File: src/rtl/if_stage.sv
// if_stage -- instruction-fetch stage of the RISC-V core.
//
// Holds the PC, fetches each 32-bit instruction from the byte-wide memory
// controller as four little-endian bytes, and presents {pc, instruction} to
// the IF/ID register. Handles downstream stall and EX redirect, and emits the
// one-cycle squash flag consumed by IF/ID.
//
// Optional feature (macro IF_ICACHE_EN): a direct-mapped instruction cache of
// ICACHE_LINES one-word entries. A hit in the first fetch cycle skips the byte
// path and completes in one cycle. With the macro undefined there is no cache
// storage and every fetch takes the byte path.
//
// Ports:
//   clk        in   1   clock, rising edge
//   rst        in   1   asynchronous, active-high reset
//   stl_if     in   1   downstream stall; hold the presented instruction
//   br_en      in   1   redirect request from EX (one-cycle pulse)
//   br_target  in  32   redirect PC; bits [1:0] are ignored (forced to 0)
//   mem_req    out  1   byte fetch request
//   mem_addr   out 32   byte address of the current request
//   mem_data   in   8   returned byte, valid when mem_rdy=1
//   mem_rdy    in   1   byte accepted/returned this cycle
//   if_pc      out 32   PC of the presented instruction
//   if_is      out 32   presented instruction; 32'h0 is a bubble
//   not_ok     out  1   squash flag, high for the cycle after a redirect
module if_stage #(
  parameter logic [31:0] RESET_PC     = 32'h0000_0000,
  parameter int unsigned ICACHE_LINES = 16
) (
  input  logic        clk,
  input  logic        rst,
  input  logic        stl_if,
  input  logic        br_en,
  input  logic [31:0] br_target,
  output logic        mem_req,
  output logic [31:0] mem_addr,
  input  logic [7:0]  mem_data,
  input  logic        mem_rdy,
  output logic [31:0] if_pc,
  output logic [31:0] if_is,
  output logic        not_ok
);

  if (ICACHE_LINES < 2 || (ICACHE_LINES & (ICACHE_LINES - 1)) != 0) begin : g_bad_lines
    $error("ICACHE_LINES must be a power of 2 and at least 2");
  end

  typedef enum logic [1:0] {
    StIdle  = 2'd0,
    StFetch = 2'd1,
    StHold  = 2'd2
  } state_e;

  state_e          state_q;
  logic [31:0]     pc_q;
  logic [1:0]      cnt_q;
  logic [2:0][7:0] byte_q;   // bytes 0..2 of the word being assembled
  logic [31:0]     instr_q;
  logic            not_ok_q;

  logic [31:0] br_pc;
  logic [31:0] full_word;
  logic        last_byte;
  logic        hit;
  logic [31:0] hit_word;

  // Low target bits are dropped: fetch is always word aligned.
  logic unused_tgt_bits;
  assign unused_tgt_bits = ^br_target[1:0];

  assign br_pc     = {br_target[31:2], 2'b00};
  assign full_word = {mem_data, byte_q[2], byte_q[1], byte_q[0]};
  assign last_byte = (state_q == StFetch) && mem_rdy && (cnt_q == 2'd3);

`ifdef IF_ICACHE_EN
  localparam int unsigned IdxW = $clog2(ICACHE_LINES);
  localparam int unsigned TagW = 30 - IdxW;

  logic [ICACHE_LINES-1:0] valid_q;
  logic [TagW-1:0]         tag_q  [ICACHE_LINES];
  logic [31:0]             data_q [ICACHE_LINES];

  logic [IdxW-1:0] idx;
  logic [TagW-1:0] tag;
  logic            fill;

  assign idx      = pc_q[IdxW+1:2];
  assign tag      = pc_q[31:IdxW+2];
  assign hit      = (state_q == StFetch) && (cnt_q == 2'd0) && valid_q[idx] &&
                    (tag_q[idx] == tag);
  assign hit_word = data_q[idx];
  // A redirect in the same cycle aborts the fill.
  assign fill     = last_byte && !hit && !br_en;

  // Cache payload needs no reset; valid bits gate every use.
  always_ff @(posedge clk) begin
    if (fill) begin
      tag_q[idx]  <= tag;
      data_q[idx] <= full_word;
    end
  end
`else
  assign hit      = 1'b0;
  assign hit_word = 32'h0;
`endif

  // Single-process FSM; all presented outputs come straight from registers.
  always_ff @(posedge clk or posedge rst) begin
    if (rst) begin
      state_q  <= StIdle;
      pc_q     <= RESET_PC;
      cnt_q    <= 2'd0;
      byte_q   <= '0;
      instr_q  <= 32'h0;
      not_ok_q <= 1'b0;
`ifdef IF_ICACHE_EN
      valid_q  <= '0;
`endif
    end else begin
      // Stays high across back-to-back redirects.
      not_ok_q <= br_en;
      if (br_en) begin
        // Redirect beats stall and fetch completion; any byte returned now is dropped.
        pc_q    <= br_pc;
        cnt_q   <= 2'd0;
        state_q <= StFetch;
      end else begin
        unique case (state_q)
          StIdle: begin
            state_q <= StFetch;
          end
          StFetch: begin
            if (hit) begin
              instr_q <= hit_word;
              state_q <= StHold;
            end else if (mem_rdy) begin
              if (cnt_q == 2'd3) begin
                instr_q <= full_word;
                cnt_q   <= 2'd0;
                state_q <= StHold;
              end else begin
                byte_q[cnt_q] <= mem_data;
                cnt_q         <= cnt_q + 2'd1;
              end
            end
          end
          StHold: begin
            if (!stl_if) begin
              pc_q    <= pc_q + 32'd4;
              state_q <= StFetch;
            end
          end
          default: begin
            state_q <= StIdle;
          end
        endcase
      end
`ifdef IF_ICACHE_EN
      if (fill) begin
        valid_q[idx] <= 1'b1;
      end
`endif
    end
  end

  assign mem_req  = (state_q == StFetch) && !hit;
  assign mem_addr = pc_q + {30'b0, cnt_q};
  assign if_pc    = pc_q;
  assign if_is    = (state_q == StHold) ? instr_q : 32'h0;
  assign not_ok   = not_ok_q;

endmodule

File: config.mk
export PLATFORM = sky130hd
export DESIGN_NAME = if_stage
export DESIGN_NICKNAME = d
export VERILOG_FILES = /design/src/rtl/if_stage.sv
export SDC_FILE = /design/constraint.sdc
export NUM_CORES = 1
export LEC_CHECK = 0
export CAP_MARGIN = 0
export CORE_ASPECT_RATIO = 0.75
export CORE_MARGIN = 2
export CORE_UTILIZATION = 47
export DETAILED_ROUTE_END_ITERATION = 16
export PLACE_DENSITY_LB_ADDON = 0.2
export SLEW_MARGIN = 5
export SYNTH_ARGS = -nofsm -noshare
export SYNTH_HDL_FRONTEND = slang
export SYNTH_SLANG_ARGS = --single-unit
File: constraint.sdc
create_clock -name clk -period 3.3 [get_ports clk]
set_input_delay 0.66 -clock clk [delete_from_list [all_inputs] [get_ports clk]]
set_output_delay 0.66 -clock clk [all_outputs]
set_load 0.05 [all_outputs]
# After elaboration in Yosys (flattened, before gate mapping)
# Index checks and enable logic that the tools add are counted.
word_totals:
  register_bits: 93
  inputBits: 45
  output_inout_bits: 98
  wordCells: 48
classes:
  addsub: 3
  magnitude_cmp: 2
  n_eq_ne: 7
  muxes: 16
  bitwise: 2
  n_reduce_logical: 10
ops:
  columns: ["operator", "count"]
  rows:
  - ["two-way mux 32 bit", 4]
  - ["adder 32 x 2 -> 32 bit", 1]
  - ["adder 32 x 3 -> 32 bit, second input constant", 1]
  - ["bitwise mux 24 bit", 1]
  - ["demux 8 bit (select 2 bit)", 1]
  - ["two-way mux 2 bit", 8]
  - ["two-way mux 8 bit", 1]
  - ["AND reduction 4 bit", 2]
  - ["inequality test 3 x 2 -> 1 bit, second input constant", 2]
  - ["case mux 2 bit (3 select lines)", 1]
  - ["nonzero test 2 bit", 3]
  - ["equality test 2 bit, second input constant", 2]
  - ["AND reduction 2 bit", 2]
  - ["< comparator 2 x 3 -> 1 bit, second input constant", 1]
  - ["inequality test 3 bit, second input constant", 1]
  - ["AND reduction 3 bit", 1]
  - ["adder 2 x 1 -> 2 bit, second input constant", 1]
  - ["equality test 2 x 1 -> 1 bit, second input constant", 1]
  - ["greater-or-equal comparator 2 x 1 -> 1 bit, second input constant", 1]
  - ["logical NOT 2 bit", 1]
  - ["inequality test 2 x 1 -> 1 bit, second input constant", 1]
  - ["NOT 1 bit", 2]
  - ["logical AND 1 bit", 1]

# Logic depth before layout (Yosys ltp)
# Gate-level depths: netlist of the first run.
logic_depth:
  ltp_word: 5
  mapped_depth: 5
  ltp_nobuf: 4

# Worst setup path after synthesis of the first run
# Ideal clock, no wire load.
synth_path:
  path_type: "reg-to-reg"
  start: "register state_q[0]"
  end: "register instr_q[10]"
  setup_time_ps: 125
  arrival_time_ps: 2084
  t_required_ps: 3175
  path_slack_ps: 1091
  stages_incl_launch_ff: 5
  n_path_buf: 1
  period_less_slack_ps: 2209
  path_cell_list: "dfrtp_1 nor2b_1 nand4_1 clkbuf_1 mux2_2"
synth_via:
  elab_chain_cells: 2
synth_lines:
  columns: ["element", "line_no", "source"]
  rows:
  - ["start, declared", "54", "state_e state_q;"]
  - ["start signal, assigned", "110", "state_q <= StIdle;"]
  - ["start signal, assigned", "126", "state_q <= StFetch;"]
  - ["start signal, assigned", "130", "state_q <= StFetch;"]
  - ["equality test 2 x 1 -> 1 bit", null, null]
  - ["named net mem_req", "35", "output logic mem_req,"]
  - ["AND reduction 4 bit (no source line)", null, null]
  - ["end signal, assigned", "134", "instr_q <= hit_word;"]
  - ["end signal, assigned", "138", "instr_q <= full_word;"]
  - ["end, declared", "58", "logic [31:0] instr_q;"]
# The timed path passes the listed nets, and every way through them passes these cells.
# A chain may end at the register's enable or synchronous reset.

# Worst setup path in the final report of the first run
layout_path:
  start: "register state_q[1]"
  end: "output if_is[15]"
layout_via:
  elab_chain_cells: 2
layout_lines:
  columns: ["element", "line_no", "source"]
  rows:
  - ["equality test 2 bit", "169", "assign if_is = (state_q == StHold) ? instr_q : 32'h0;"]
  - ["two-way mux 32 bit", "169", null]
  - ["end, declared", "40", "output logic [31:0] if_is,"]
# Every way passes these cells.

==> results of run 1 <==
-- placed cells by master, fill, tap and decap left out, types with 8 or more instances in the layout --
cell type,n
o31ai_1,14
nand3_1,15
a31oi_1,15
mux2_2,48
dfrtp_1,91
o21ai_0,10
clkbuf_16,9
mux2_1,8
nand2_1,30
and2_1,33
or4_1,20
nor2_1,17
clkdlybuf4s50_1,138
-- worst register-to-register path: stages (launching register included) --
cell and delay [ps]:
dfrtp_1 430, and4bb_1 360, buf_4 210, nand4_2 210, or4_1 530, a31oi_1 180
-- cell families (layout without fill, tap and decap cells) --
kind of cell	Yosys count	after routing	synth area share
AOI/OAI and AO/OA	48	48	0.07055
xor gates and xnor gates	8	8	0.01568
adders and majority gates	5	5	0.01400
buffers and inverters	56	167	0.05291
DFF	91	91	0.5095
muxes	58	58	0.1456
other	1	2	0.0008391
and+or+nand+nor	143	143	0.1909
-- through the flow --
stage	hold WS, ps	instances	total power [mW]	util	cell area (um^2)
after floorplan	460.2	411	1.905	-	4473
after global placement	469.8	634	2.131	0.6404	5866
after CTS	494.1	650	3.229	0.6746	6178
final	490.6	650	3.199	0.6746	6178
after detailed placement	478.7	634	2.161	0.6404	5866
after global routing	509.6	650	3.340	0.6746	6178
-- cell type report --
| class | instances | area, um^2 | area share |
|---|---|---|---|
| Timing Repair Buffer | 144 | 1439 | 0.2329 |
| Clock buffer | 12 | 256.5 | 0.04151 |
| Inverter | 7 | 27.53 | 0.004455 |
| Multi-Input combinational cell | 264 | 1962 | 0.3175 |
| Sequential cell | 91 | 2277 | 0.3686 |
| Tap cell | 128 | 160.2 | 0.02592 |
| Clock inverter | 4 | 56.30 | 0.009113 |
-- state kept, by name (all words and copies together) (netlist names) --
signal   cells
if_pc       30
state_q      2
not_ok       1
instr_q     32
cnt_q        2
byte_q      24
-- worst max path at each step --
stage          cells past startpoint   endpoint  slack, ps
2_1_floorplan                      1  byte_q[0]        280
3_3_place_gp                       6  if_pc[21]        630
3_5_place_dp                       6  if_pc[23]        600
4_1_cts                            4  if_is[15]        390
5_1_grt                            4  if_is[15]        300
6_report                           4  if_is[15]        390
-- report_power, final --
group,internal (mW),switching [mW]
Clock,0.634,0.427
Combinational,0.301,0.413
Sequential,1.30,0.126
-- routing by layer --
metal / GRT usage / vias to the layer above / part of all wire
li1: - / 1662 / -
met1: 0.2897 / 1733 / 0.47
met2: 0.3383 / 98 / 0.47
met3: 0.05822 / 7 / 0.056
met4: 0.04599 / 0 / 0.0060
met5: 0 / - / 0
==> out/results.ini, run 1 <==
[power]
powerDensity_mw_per_mm2=517.7
leakagePower_nw=2.654
vdd_drop_max_mv=0.3163

[finish]
drive_above_1_share=0.1533
nets=567
fill_cells=720
antenna_cells=0
syn_to_final_growth_pct=38.24

[route]
num_vias=3500
drt-total-wl_mm=10.46
drcViolationCount=0
post_drt_via_cell_ratio=5.385
routedWlPerCell_um=16.09
drt_iter0_drc=150
ant_nets=0
first_pass_iters=4

[floorplan]
rows=30
start_util=0.4880
ioPinCount=143
die_h_um=88.45
die_area_mm2=0.01031
fp.dieW_um=116.6
coreArea_mm2=0.009159

[timing]
finalCritPeriodShare=0.8816
skew_ps=7.148
final_hold_viol_count=0
worst_pin_slew_ps=523.6
tns_ps=0
slew_headroom=0.6498
slew_violations=0
fmax_mhz=343.7
fin_crit_ps=2909
rsz0062_at_grt=no
fin_ws_ps=390.8
finalSetupViolations=0

[run]
cap_viol_max_count=0

[worst_setup_path]
ff2ff_setup_slack_ps=1300
criticalPathCategory=reg2out
cpMaxStageDelayCell=clkdlybuf4s50_1
cp-end-kind=primary output
cp_top_family=buffers and inverters
worstPathMaxFanout=33
required_ps=2640
cp_slowest_stage_delay_ps=810
crit_start=state_q[1]
reg2regPathDepth=5
r2r-end=if_pc[19]
startpoint_type=register
cp.arrival_ps=2250
worstPathCellList=nor2b_2, buf_4, and2_1, clkdlybuf4s50_1
worst-path-buf-inv=2
r2r_start=state_q[0]

[synth]
syn_area_per_cell_um2=10.90
synth_cells=410
ys.flop_type=dfrtp_1
ys_seq_area_frac=0.5095
synth_area_leader_cell=dfrtp_1
async_reset_ff_frac=1.000
ys_ff_latch=91
netlist.area_leader.share=0.5095
ys_warn_count=0
synth_cell_types=38
synth_edf_count=0
synth_common_cells=91 x dfrtp_1, 48 x mux2_2, 44 x clkbuf_1
synth.most_common_cell=dfrtp_1
synth_area_leaders=dfrtp_1 51%, mux2_2 12%, and2_1 4.6%
syn_area_mm2=0.004469

[cts]
hold_buffers=0
cts_tree=yes
clk_pin_slew_worst_paths_ps=60
ctsLongestPathBuffers=2
numCtsBuffers=9
post_cts_resized=0
postCtsSetupRepairBufs=0
clock_sinks=91
h-tree-depth=3
clk_latency_ps=340
cts-root-buf=clkbuf_16

[global_route]
grt_max_degree=92
grt_pass1_wl_mm=16.81
grt_pass1_vias=3425
grt_overflow=0
grt_usage=0.2106
antenna_found_initial=0

[placement]
port-buffer-count=138
pre_cts_slack_ps=597.4
globalplace.congestion=0.8036
hpwlAfterDp_mm=7.137

[outcome]
run_status=completed

[worst_hold_path]
hold-path-endpoint=byte_q[15]
hold_depth=1
min_from=byte_q[15]
hp-class=reg2reg

Note: power is estimated with default switching activity, not from simulation.
==> inputs of run 2 (changes only) <==
--- a/config.mk
+++ b/config.mk
@@ -5,10 +5,11 @@
 export SDC_FILE = /design/constraint.sdc
 export NUM_CORES = 1
 export LEC_CHECK = 0
-export CAP_MARGIN = 0
+export CAP_MARGIN = 5
 export CORE_ASPECT_RATIO = 0.75
 export CORE_MARGIN = 2
 export CORE_UTILIZATION = 47
+export CTS_CLUSTER_SIZE = 24
 export DETAILED_ROUTE_END_ITERATION = 16
 export PLACE_DENSITY_LB_ADDON = 0.2
 export SLEW_MARGIN = 5
==> results of run 2 <==
The final DEF is identical to that of run 1; final timing and power are the same.
